**src/rtl/tdc_trace_capture.sv**
```systemverilog
// TDC power-trace capture: synchronises the delay-line taps, reduces each sample to a
// Hamming weight, stores DEPTH samples after a delayed trigger and streams them out.
module tdc_trace_capture #(
    parameter int TDC_WIDTH = 128,
    parameter int OUT_WIDTH = 8,
    parameter int DEPTH     = 256,
    parameter int ADDR_W    = 8,
    parameter int DLY_W     = 16
) (
    input  logic                 clk,
    input  logic                 rst,
    input  logic [TDC_WIDTH-1:0] tdc_raw,
    input  logic                 arm,
    input  logic                 trig,
    input  logic [DLY_W-1:0]     trig_delay,
    output logic [OUT_WIDTH-1:0] rd_data,
    output logic                 rd_valid,
    input  logic                 rd_ready,
    output logic                 rd_last,
    output logic                 busy,
    output logic                 done
);

    typedef enum logic [2:0] {IDLE, ARMED, DELAY, CAPTURE, DRAIN} state_t;

    state_t               state;
    logic [TDC_WIDTH-1:0] s1;
    logic [TDC_WIDTH-1:0] s2;
    logic [OUT_WIDTH-1:0] s3;
    logic [2:0]           trig_pipe;
    logic                 trig_d3;
    logic [DLY_W-1:0]     dly_reg;
    logic [DLY_W-1:0]     dly_cnt;
    logic [ADDR_W-1:0]    wr_addr;
    logic [ADDR_W-1:0]    rd_ptr;
    logic                 start;
    logic                 wr_en;
    logic [OUT_WIDTH-1:0] ram [DEPTH];

    function automatic logic [OUT_WIDTH-1:0] popcount(input logic [TDC_WIDTH-1:0] v);
        logic [OUT_WIDTH-1:0] n;
        n = '0;
        for (int i = 0; i < TDC_WIDTH; i++) begin
            n = n + {{(OUT_WIDTH-1){1'b0}}, v[i]};
        end
        return n;
    endfunction

    always_ff @(posedge clk) begin
        if (rst) begin
            s1        <= '0;
            s2        <= '0;
            s3        <= '0;
            trig_pipe <= '0;
        end else begin
            s1        <= tdc_raw;
            s2        <= s1;
            s3        <= popcount(s2);
            trig_pipe <= {trig_pipe[1:0], trig};
        end
    end

    assign trig_d3 = trig_pipe[2];

    // Sample 0 is written in the cycle the start condition fires so that it is the
    // popcount of the taps seen exactly trig_delay cycles after trig.
    assign start = ((state == ARMED) && trig_d3 && (dly_reg == '0)) ||
                   ((state == DELAY) && (dly_cnt == '0));
    assign wr_en = start || (state == CAPTURE);

    always_ff @(posedge clk) begin
        if (wr_en) begin
            ram[wr_addr] <= s3;
        end
    end

    always_ff @(posedge clk) begin
        if (rst) begin
            state    <= IDLE;
            dly_reg  <= '0;
            dly_cnt  <= '0;
            wr_addr  <= '0;
            rd_ptr   <= '0;
            rd_data  <= '0;
            rd_valid <= 1'b0;
            rd_last  <= 1'b0;
            busy     <= 1'b0;
            done     <= 1'b0;
        end else begin
            done <= 1'b0;
            if (wr_en) begin
                wr_addr <= wr_addr + ADDR_W'(1);
            end
            case (state)
                IDLE: begin
                    if (arm) begin
                        dly_reg <= trig_delay;
                        busy    <= 1'b1;
                        state   <= ARMED;
                    end
                end
                ARMED: begin
                    if (trig_d3) begin
                        if (dly_reg == '0) begin
                            state <= CAPTURE;
                        end else begin
                            dly_cnt <= dly_reg - DLY_W'(1);
                            state   <= DELAY;
                        end
                    end
                end
                DELAY: begin
                    if (dly_cnt == '0) begin
                        state <= CAPTURE;
                    end else begin
                        dly_cnt <= dly_cnt - DLY_W'(1);
                    end
                end
                CAPTURE: begin
                    if (wr_addr == ADDR_W'(DEPTH - 1)) begin
                        rd_ptr   <= '0;
                        rd_valid <= 1'b0;
                        state    <= DRAIN;
                    end
                end
                DRAIN: begin
                    // rd_ptr always points at the next sample so a handshake reloads with no bubble.
                    if (rd_valid && rd_ready && rd_last) begin
                        rd_valid <= 1'b0;
                        rd_last  <= 1'b0;
                        busy     <= 1'b0;
                        done     <= 1'b1;
                        state    <= IDLE;
                    end else if (!rd_valid || rd_ready) begin
                        rd_data  <= ram[rd_ptr];
                        rd_valid <= 1'b1;
                        rd_last  <= (rd_ptr == ADDR_W'(DEPTH - 1));
                        rd_ptr   <= rd_ptr + ADDR_W'(1);
                    end
                end
                default: state <= IDLE;
            endcase
        end
    end

endmodule

```
**config.mk**
```make
export PLATFORM = sky130hd
export DESIGN_NAME = tdc_trace_capture
export DESIGN_NICKNAME = d
export VERILOG_FILES = /design/src/rtl/tdc_trace_capture.sv
export SDC_FILE = /design/constraint.sdc
export NUM_CORES = 2
export LEC_CHECK = 0
export CORE_UTILIZATION = 62
export DETAILED_ROUTE_END_ITERATION = 10
export PLACE_DENSITY = 0.79
export SKIP_CTS_REPAIR_TIMING = 1
export SLEW_MARGIN = 40
export SYNTH_ARGS = -nofsm -noshare
export SYNTH_HDL_FRONTEND = slang
export SYNTH_SLANG_ARGS = --single-unit
```
**constraint.sdc**
```tcl
create_clock -name clk -period 9.7 [get_ports clk]
set_clock_uncertainty 0.2 [all_clocks]
set_input_delay 2.425 -clock clk [delete_from_list [all_inputs] [get_ports clk]]
set_output_delay 2.425 -clock clk [all_outputs]
set_load 0.01 [all_outputs]
```
==> metrics.txt <==
# TYPE chip_impl_metric gauge
chip_impl_metric{name="gr-usage-all-layers",unit="%"} 31.1
chip_impl_metric{name="drt_iter0_markers",unit=""} 7022
chip_impl_metric{name="synth.avg_cell_area",unit="µm²"} 18.5
chip_impl_info{name="critPathLaunchType",value="register"} 1
chip_impl_metric{name="timing_max_transition_violations_final",unit=""} 0
chip_impl_metric{name="relSlewSlack",unit="%"} 37.3
chip_impl_metric{name="gp_congestion",unit=""} 0.910
chip_impl_metric{name="die_width",unit="µm"} 390
chip_impl_info{name="cell_with_the_most_instances_after_synthesis",value="edfxtp_1"} 1
chip_impl_metric{name="largest_register_ffs",unit=""} 2048
chip_impl_metric{name="post-dp-hpwl",unit="µm"} 136000
chip_impl_metric{name="synth_enable_flop_cells",unit=""} 2048
chip_impl_info{name="post_synth_main_area_contributors",value="edfxtp_1 66%, mux4_2 11%, dfxtp_1 7.1%"} 1
chip_impl_metric{name="final_area",unit="µm²"} 105000
chip_impl_metric{name="post_drt_wl_per_cell",unit="µm"} 31.4
chip_impl_info{name="rsz0062_at_grt",value="no"} 1
chip_impl_metric{name="clkLatencyLatePin",unit="ns"} 0.86
chip_impl_metric{name="number_of_placement_rows",unit=""} 141
chip_impl_metric{name="place.port_buffers",unit=""} 160
chip_impl_metric{name="worst_setup_hold_path_clk_slew",unit="ns"} 0.07
chip_impl_metric{name="final.setup.tns",unit="ns"} 0
chip_impl_metric{name="clock.fmax",unit="MHz"} 136
chip_impl_metric{name="starting_utilization_of_the_core_area",unit="%"} 62.8
chip_impl_metric{name="floorplan.die_area",unit="µm²"} 152000
chip_impl_metric{name="route.final.wire_length",unit="µm"} 234000
chip_impl_metric{name="post_drt_via_cell_ratio",unit=""} 6.67
chip_impl_metric{name="use_met1",unit="%"} 42.3
chip_impl_metric{name="grt_start_max_net_pins",unit=""} 206
chip_impl_metric{name="drt_drc_violations_left",unit=""} 0
chip_impl_metric{name="layout.nets",unit=""} 5547
chip_impl_metric{name="hold_viol_final",unit=""} 0
chip_impl_metric{name="final.hold.worst_slack",unit="ns"} 0.232
chip_impl_info{name="run_status",value="finished clean"} 1
chip_impl_info{name="critical_path.endpoint_type",value="register"} 1
chip_impl_metric{name="post_dp_cell_area",unit="µm²"} 97000
chip_impl_metric{name="finalSetupViolations",unit=""} 0
chip_impl_metric{name="cts_max_level",unit=""} 4
chip_impl_metric{name="grt_overflow_total",unit=""} 0
chip_impl_metric{name="count_of_boundary_i_o_pins",unit=""} 161
chip_impl_metric{name="grt_pass1_wl",unit="µm"} 339000
chip_impl_metric{name="worst_path_arrival",unit="ns"} 7.90
chip_impl_metric{name="synth_seq_cells",unit=""} 2378
chip_impl_info{name="reg.largest.list",value="ram x2048, s1 x128, s2 x128"} 1
chip_impl_metric{name="dpl_worst_slack",unit="ns"} 2.30
chip_impl_metric{name="p_total",unit="mW"} 23.5
chip_impl_info{name="grt_busiest_layer",value="met2"} 1
chip_impl_metric{name="clockBufferDepth",unit=""} 3
chip_impl_metric{name="final.period_utilization",unit="%"} 75.9
chip_impl_metric{name="drive_above_1_share",unit="%"} 18.9
chip_impl_metric{name="path_max_fanout",unit=""} 2
chip_impl_metric{name="clock-sinks",unit=""} 2378
chip_impl_info{name="top_register",value="ram"} 1
chip_impl_metric{name="gate_count_post_synth",unit=""} 5054
chip_impl_info{name="cts.root.buffer_cell",value="clkbuf_16"} 1
chip_impl_metric{name="post_synth_instance_area",unit="µm²"} 93300
chip_impl_metric{name="required",unit="ns"} 10.24
chip_impl_metric{name="grt_util_met2",unit="%"} 47.6
chip_impl_info{name="hold_path_class",value="reg -> reg"} 1
chip_impl_metric{name="timing.max_cap.violations",unit=""} 0
chip_impl_metric{name="post_synth_num_cell_types",unit=""} 77
chip_impl_metric{name="syn_to_layout_area_delta",unit="%"} 12.1
chip_impl_info{name="clock_tree_from_tritoncts",value="built"} 1
chip_impl_info{name="synth_top_cell_by_area",value="edfxtp_1"} 1
chip_impl_metric{name="final.setup.worst_slack",unit="ns"} 2.34
chip_impl_metric{name="core_area",unit="µm²"} 149000
chip_impl_metric{name="via_count",unit=""} 49700
chip_impl_metric{name="power-per-cell-area",unit="nW/µm²"} 225
chip_impl_metric{name="antenna_found_initial",unit=""} 9
chip_impl_metric{name="synth_seq_area_share",unit="%"} 73.0
chip_impl_metric{name="netlist.area_leader.share",unit="%"} 65.9
chip_impl_metric{name="global_route.usage.met3",unit="%"} 8.45
chip_impl_metric{name="numCtsBuffers",unit=""} 224
chip_impl_info{name="timing_worst_setup_path_type",value="reg -> reg"} 1
chip_impl_metric{name="drt.antenna.violating_nets",unit=""} 0
chip_impl_metric{name="synth_warnings",unit=""} 0
chip_impl_metric{name="static-leakage-power",unit="nW"} 33.4
chip_impl_metric{name="die_h",unit="µm"} 390
chip_impl_metric{name="final_period_minus_worst_setup_slack",unit="ns"} 7.36
chip_impl_info{name="netlist_top_cells_count",value="2048 x edfxtp_1, 461 x mux4_2, 341 x nor2_1, 330 x dfxtp_1, 282 x nor2b_1"} 1
chip_impl_metric{name="worst_margin_slew",unit="ns"} 0.939
chip_impl_metric{name="synth_async_sr_flop_share",unit="%"} 0
chip_impl_metric{name="synth_fp_nets",unit=""} 5349
chip_impl_info{name="ys.flop_type",value="edfxtp_1"} 1
chip_impl_metric{name="vias_in_the_first_global_route",unit=""} 49800
chip_impl_metric{name="vdd.ir_drop.worst",unit="mV"} 0.647
chip_impl_metric{name="drt_pre_antenna_iters",unit=""} 6
cell type report:
cell class	instances	area (µm²)
fill	8634	44000
multi-input combinational	2211	23300
sequential	2378	68200
tap	2002	2500
clock inverter	123	1070
clock buffer	295	6160
timing repair buffer	259	2640
inverter	178	671
antenna	5	12.5
where the power goes:
group          switching, mW  internal (mW)  leakage, nW
clock network           3.76           4.87         3.54
registers              0.197           11.8         21.5
logic                   1.76           1.17         8.31
cells in the final DEF, fill, tap and decap left out, types with 22 or more instances in the layout:
cell type	count
a22oi_1	61
clkinv_2	46
clkinv_1	41
ha_1	31
a221oi_1	35
nor2_1	258
mux2i_1	197
dfxtp_1	317
buf_4	67
nor2_2	82
a21oi_1	107
o221ai_1	22
nor2b_1	278
inv_1	175
nor3_1	22
mux4_2	461
clkbuf_1	49
nand3_1	38
o22ai_1	29
clkbuf_16	232
nand2_1	154
o21ai_0	57
clkdlybuf4s50_1	159
edfxtp_1	2048
fa_1	115
layer usage:
layer,wire [µm],vias to the layer above
met5,89,-
met4,12200,8
met3,29400,704
met2,109000,3795
met1,83100,25100
li1,-,20100
critical path, stage by stage (launching register included):
cell	delay (ns)
dfxtp_1	0.31
inv_1	0.05
fa_1	0.54
inv_1	0.05
fa_1	0.49
inv_1	0.06
fa_1	0.51
inv_1	0.06
fa_1	0.47
inv_1	0.05
fa_1	0.48
fa_1	0.53
fa_1	0.44
fa_1	0.52
fa_1	0.44
fa_1	0.50
inv_1	0.05
ha_1	0.22
fa_1	0.48
a21oi_1	0.15
o21bai_1	0.11
a21o_1	0.19
a21oi_1	0.16
xor2_1	0.15
nor2_1	0.05
cells by family (layout without fill, tap and decap cells):
logic type / Yosys count / after routing / share of synthesized area [%]
AND/OR/NAND/NOR: 934 / 934 / 4.91
AO/OA/AOI/OAI: 439 / 439 / 3.21
multiplexers: 669 / 669 / 13.4
adder cells (fa/ha/maj): 146 / 146 / 2.88
XOR/XNOR: 23 / 23 / 0.216
other: 0 / 5 / 0
flip-flops: 2378 / 2378 / 73.0
buffers and inverters: 465 / 855 / 2.34
stage by stage:
step,util (%),std cells
after floorplan,-,5054
after global placement,65.1,7015
after global routing,70.4,7446
after CTS,70.2,7440
after detailed placement,65.3,7022
final,70.4,7451
worst paths after layout:
path                     start                end  slack (ns)  cells past startpoint
max reg2reg  s2[35]$_SDFF_PP0_   s3[6]$_SDFF_PP0_        2.34                     24
min          s1[51]$_SDFF_PP0_  s2[51]$_SDFF_PP0_        0.23                      1
max          s2[35]$_SDFF_PP0_   s3[6]$_SDFF_PP0_        2.34                     24
min reg2reg  s1[51]$_SDFF_PP0_  s2[51]$_SDFF_PP0_        0.23                      1
Note: power is estimated with default switching activity, not from simulation.
